$ cat src/rtl/obi_resp_flush_filter.sv
// OBI response filter: tracks outstanding fetches and discards responses to fetches flushed by clear_pipeline.
// Define OBI_RESP_FILTER_ZERO_LAT_EN for a combinational (zero-latency) core response path.
module obi_resp_flush_filter #(
   parameter  int DATA_WIDTH      = 32,
   parameter  int MAX_OUTSTANDING = 4,
   localparam int CW              = $clog2(MAX_OUTSTANDING + 1)
) (
   input  logic                  clk_i,
   input  logic                  rst_i,
   input  logic                  clear_pipeline,
   input  logic                  req_accepted_i,
   input  logic                  mem_rvalid_i,
   input  logic [DATA_WIDTH-1:0] mem_rdata_i,
   output logic                  core_rvalid_o,
   output logic [DATA_WIDTH-1:0] core_rdata_o,
   output logic                  issue_ok_o,
   output logic [CW-1:0]         outstanding_o,
   output logic                  err_o
);

   localparam logic [CW-1:0] MAX_CNT = CW'(MAX_OUTSTANDING);

   logic [CW-1:0] cnt_q, cnt_d;
   logic [CW-1:0] drop_q, drop_d;
   logic          err_q, err_d;
   logic          resp_ok;
   logic          fwd;

   // NOTE: every variable gets a default at the top of always_comb so no path leaves it unassigned (no latch).
   always_comb begin
      resp_ok = mem_rvalid_i && (cnt_q != '0);
      cnt_d   = cnt_q;
      drop_d  = drop_q;

      if (req_accepted_i && !resp_ok) begin
         if (cnt_q != MAX_CNT) cnt_d = cnt_q + 1'b1;
      end else if (!req_accepted_i && resp_ok) begin
         cnt_d = cnt_q - 1'b1;
      end

      // A flush marks everything still in flight after this cycle as stale, including a same-cycle accept.
      if (clear_pipeline) begin
         drop_d = cnt_d;
      end else if (mem_rvalid_i && (drop_q != '0)) begin
         drop_d = drop_q - 1'b1;
      end

      err_d = err_q
            | (mem_rvalid_i && (cnt_q == '0))
            | (req_accepted_i && !mem_rvalid_i && (cnt_q == MAX_CNT));

      fwd = resp_ok && (drop_q == '0) && !clear_pipeline;
   end

   // NOTE: sequential state uses non-blocking assignments so all registers update from the same pre-edge values.
   always_ff @(posedge clk_i) begin
      if (rst_i) begin
         cnt_q  <= '0;
         drop_q <= '0;
         err_q  <= 1'b0;
      end else begin
         cnt_q  <= cnt_d;
         drop_q <= drop_d;
         err_q  <= err_d;
      end
   end

   assign issue_ok_o    = (cnt_q < MAX_CNT);
   assign outstanding_o = cnt_q;
   assign err_o         = err_q;

`ifdef OBI_RESP_FILTER_ZERO_LAT_EN
   assign core_rvalid_o = fwd;
   assign core_rdata_o  = mem_rdata_i;
`else
   logic                  rvalid_q;
   logic [DATA_WIDTH-1:0] rdata_q;

   always_ff @(posedge clk_i) begin
      if (rst_i) begin
         rvalid_q <= 1'b0;
         rdata_q  <= '0;
      end else begin
         rvalid_q <= fwd;
         if (fwd) rdata_q <= mem_rdata_i;
      end
   end

   assign core_rvalid_o = rvalid_q;
   assign core_rdata_o  = rdata_q;
`endif

endmodule

$ cat config.mk
export PLATFORM = sky130hd
export DESIGN_NAME = obi_resp_flush_filter
export DESIGN_NICKNAME = d
export VERILOG_FILES = /design/src/rtl/obi_resp_flush_filter.sv
export SDC_FILE = /design/constraint.sdc
export NUM_CORES = 1
export LEC_CHECK = 0
export CORE_MARGIN = 2
export CORE_UTILIZATION = 41
export DETAILED_ROUTE_END_ITERATION = 8
export GPL_TIMING_DRIVEN = 0
export HOLD_SLACK_MARGIN = 0.03
export MAX_ROUTING_LAYER = met4
export PLACE_DENSITY = 0.9
export RECOVER_POWER = 50
export SLEW_MARGIN = 20
export SYNTH_ARGS = -nofsm -noshare
export SYNTH_HDL_FRONTEND = slang
export SYNTH_SLANG_ARGS = --single-unit
$ cat constraint.sdc
create_clock -name clk_i -period 1.7 [get_ports clk_i]
set_input_delay 0.34 -clock clk_i [delete_from_list [all_inputs] [get_ports clk_i]]
set_output_delay 0.34 -clock clk_i [all_outputs]
set_load 0.02 [all_outputs]
== Yosys cells after proc, flatten, opt, wreduce, memory -nomap -nowiden ==
Cells that the tools add are included.
Storage, ports and cells
  register bits: 40
  input port bits: 37
  output and inout port bits: 38
  word-level logic and storage cells: 36
Cells by class
  $add $sub $neg: 3
  order comparisons: 1
  eq/ne operators: 2
  multiplexer cells: 5
  bitwise logic cells: 2
  reductions and logical operators: 18
Operators with widths (number)
  $mux 3: 5
  $logic_and 1x1->1: 9
  $logic_not 3->1: 2
  $reduce_bool 3->1: 2
  $sub 3x1->3 const B: 2
  $logic_not 1->1: 4
  $add 3x1->3 const B: 1
  $eq 3x3->1 const B: 1
  $lt 3x3->1 const B: 1
  $ne 3x3->1 const B: 1
  $or 1x1->1: 2
  $reduce_bool 2->1: 1

== Longest topological paths before layout ==
  depth in word-level cells: 6
  mapped depth: 7
  gate-level depth less buffers: 6

== Worst setup path before layout ==
Ideal clock, no wire load.
  kind: register -> register
  from: reg cnt_q[0] (netlist: outstanding_o[0])
  to: reg drop_q[2]
  arrival time: 1569 ps
  setup slack: 52 ps
  stages on the path, launching flop included: 7
  buffers on the path: 0
  cell sequence: dfxtp_1 -> inv_1 -> ha_1 -> nor3b_1 -> mux2i_1 -> o221a_2 -> a211oi_2
Between the ends
  cells in the longest elaborated chain, start to end: 6
  elaborated cells on any way between the ends: 12
  those cells by class: add/sub: 2; eq/ne: 1; mux: 4; reduce/logical: 5
RTL lines
  start, declared: RTL line 23  | logic [CW-1:0] cnt_q, cnt_d;
  start signal, assigned: RTL line 62  | cnt_q <= cnt_d;
  parallel branches: the longest is 4 deep, another holds $sub 3x1->3
  $mux 3 (*): RTL line 35  | if (req_accepted_i && !resp_ok) begin
  $mux 3 (*): RTL line 42  | if (clear_pipeline) begin
  end signal, assigned: RTL line 63  | drop_q <= drop_d;
  end, declared: RTL line 24  | logic [CW-1:0] drop_q, drop_d;
Mark *: on every way between the ends.
A chain may end at the register's enable or synchronous reset.

== Worst setup path in the final report ==
  from: reg rdata_q[8] (netlist: core_rdata_o[8])
  to: out core_rdata_o[8]
RTL lines
  start, declared: RTL line 77  | logic [DATA_WIDTH-1:0] rdata_q;
  start signal, assigned: RTL line 85  | if (fwd) rdata_q <= mem_rdata_i;
  end, declared: RTL line 15  | output logic [DATA_WIDTH-1:0] core_rdata_o,
No word-level cell between the ends.

==> results.md <==
- The core region is 4000 um2.
- For the pin with the worst max-slew slack, the measured transition is 520 ps.
- The number of nets handed over by synthesis was 209.
- The detailed router finished its first iteration with 40 violations.
- The number of clock buffers added by TritonCTS is 5.
- The type of origin of the critical path is a flop.
- The placement-stage worst setup slack is -252 ps.
- The number of buffers inserted by post-CTS setup repair is 0.
- The final count of hold timing violations is 0.
- For this run, global-route usage on met2 was measured as 0.261.
- Using the TritonRoute via totals, the vias-per-cell ratio works out to 4.65.
- Once layout is complete, the utilization of the core stands at 0.643.
- The routability congestion estimate from global placement is 0.720.
- The busiest layer in global routing is met2.
- The cell leakage power is 0.00124 uW.
- The flow ran to the end, and the final reports show no timing, DRC or antenna violations.
- The first detailed-routing pass ran for 3 iterations.
- The clock transition at the registers of the reported paths is 80 ps.
- The number of diodes added for antenna fixing is 0.
- From synthesis to final layout, the design area changed by 52.0%.
- The relative slew slack is 0.653.
- Port buffering added 73 buffers.
- After synthesis, the cell types taking the most area are dfxtp_1, mux2i_1, nor2_1.
- The share of synthesized area in the top cell type comes to 0.473.
- For the worst setup path, the data arrival time is 1290 ps.
- The HPWL after detailed placement is 2540 um.
- Traced cell by cell, the critical path runs through dlygate4sd3_1.
- The highest cell delay on the worst timing path is 680 ps.
- The first-pass GRT wire length is 5550 um.
- The flip-flop and latch count after synthesis is 40.
- The maximum number of pins on one net before global-route repair is 13.
- Counting every sink on the clock net gives 40.
- The placed instance count is 290.
- From left edge to right edge, the die measures 68.3 um.
- The clock passes through at most 2 buffers.
- The highest attainable clock frequency is 612 MHz.
- The number of top-level design ports is 75.
- The leading area contributor after synthesis is dfxtp_1.
- In this run the worst path has a maximum fanout of 2.
- The routing usage on met3 is 0.0559.
- Summing over every cut layer, the via total after detailed routing is 1386.
- Measured along the y axis, the die boundary spans 68.3 um.
- The initial antenna violation count is 0.
- Across the VDD grid, the largest voltage drop is 582 uV.
- The slowest library cell on the worst path is dlygate4sd3_1.
- The total overflow left after global routing is 0.
- The average footprint of a synthesized cell is 10.1 um2.
- The kind of cell with the highest combined delay on the critical path is buffers and inverters.
- The mapped netlist covers 1690 um2.
- The die covers 4660 um2.
- The remaining number of nets flagged by the antenna check after routing is 0.
- Subtracting the final worst setup slack from the clock period gives 1630 ps.
- Across every metal layer, demand over resource in global routing totals 0.164.
- The total number of H-tree levels is 2.
- Power spread over the standard cell area amounts to 909 nW/um2.
- Of the available clock period, the critical path in the final layout requires 0.961.
- The share of the Yosys chip area taken by registers is 0.473.
- The row count is 23.
- The leading cell type in the layout, fill and taps excluded is clkdlybuf4s50_1.
- At the worst endpoint, the required time is 1360 ps.
- The netlist uses 29 different library cells.
- After filler insertion, the fill cell instance count of the layout stands at 337.
- For this run, the post-layout net count is 289.
- The clock tree skew after final layout is 10.3 ps.
- The number of global-route vias before repair came to 1302.
- The critical path is of the flop to primary output type.
- STA classifies the critical path endpoint as a primary output.
- The tightest min-delay check is of the input pin to flop type.
- The clock root buffer master is clkbuf_8.
- Clock latency on the worst-skew pair, taken at its later pin, is 290 ps.
- The count of maximum capacitance violations is 0.
- The number of cells produced by synthesis is 167.
- The number of buffer and inverter instances along the worst setup path is 1.
- The TritonCTS clock tree is built.
- The number of non-filler instances in the completed layout is 298.
- Setup repair after global routing left no endpoint under its margin.
- The count of final max-slew check failures was 0.
- The starting utilization of the core area is 0.423.
- In the post-route analysis, the smallest setup slack over all paths is 67.1 ps.
- For this run, global-route usage on met1 was measured as 0.194.
- The library cells used most frequently in the layout, excluding fill and tap cells, are clkdlybuf4s50_1, nor2_1, dfxtp_1.
- The remaining design rule violation count is 0.
- The routed design has 3410 um of wire.
- The number of synthesis warnings is 0.
- Setup violations remaining at the end of the flow were counted as 0.
- The wire length per cell after detailed routing is 11.4 um.
- The share of layout cells above drive strength 1 is 0.0927.
[state kept, by name, summed over array words and instances, names as in the netlist]
register,flops
err_o,1
outstanding_o,3
core_rdata_o,32
core_rvalid_o,1
drop_q,3
[cell usage after synthesis, drive strengths merged]
cell type / count
dfxtp: 40
nor2: 39
mux2i: 37
inv: 7
buf: 5
clkbuf: 5
ha: 5
nand2: 5
o21ai: 3
a211oi: 2
a21oi: 2
mux2: 2
nand2b: 2
nand3: 2
nand3b: 2
nor3b: 2
a21o: 1
a311oi: 1
nor3: 1
o211ai: 1
o221a: 1
o22ai: 1
or2: 1
[final cells by class]
class                      instances  area [um2]  area share
sequential                        40         802       0.312
clock buffer                       7        76.3      0.0297
tap                               50        62.6      0.0243
inverter                           7        26.3      0.0102
clock inverter                     1        8.76     0.00340
buffer                            10        67.6      0.0263
timing repair buffer              73         732       0.284
multi-input combinational        110         798       0.310
[stage by stage]
| step | cell area, um2 | total power [uW] | hold WS [ps] | setup TNS, ps |
|---|---|---|---|---|
| 3_3_place_gp | 2490 | 1750 | 461 | -6260 |
| 4_1_cts | 2570 | 2370 | 502 | 0 |
| 5_1_grt | 2570 | 2480 | 504 | 0 |
| 6_report | 2570 | 2340 | 483 | 0 |
| 2_1_floorplan | 1690 | 1500 | 433 | 0 |
| 3_5_place_dp | 2490 | 1760 | 486 | -6690 |
[final timing paths]
check	from	end	slack [ps]	cells past startpoint
max reg2reg	outstanding_o[1]	drop_q[2]	150	6
min	clear_pipeline	drop_q[1]	480	3
min reg2reg	core_rdata_o[16]	core_rdata_o[16]	490	2
max	core_rdata_o[8]	core_rdata_o[8]	70	1
[tightest hold or removal path, delay by kind of cell]
family	cells	cell delay [ps]
buf+inv	1	210
compound gates	1	60
simple gates	1	110
[power by group]
| group | switching (uW) | internal [uW] | total (uW) |
|---|---|---|---|
| clock network | 319 | 293 | 612 |
| logic | 323 | 356 | 679 |
| registers | 38.7 | 1010 | 1050 |
| total | 681 | 1660 | 2340 |
[logic make-up after synthesis]
group                      synth area share
and+or+nand+nor                       0.150
DFF                                   0.473
muxes                                 0.232
buffers and inverters                0.0569
AOI/OAI and AO/OA                    0.0510
adders and majority gates            0.0370
[metal layers]
layer | wire (um) | part of all wire
met5 | 0 | 0
met4 | 27 | 0.0079
met3 | 232 | 0.068
met2 | 1540 | 0.45
met1 | 1610 | 0.47
[timing repair]
action,4_1_cts,5_1_grt
gates cloned,0,0
hold buffers,0,0
endpoints found under the setup margin,1,24
resized for setup,1,6
(Power assumes the default switching activity.)
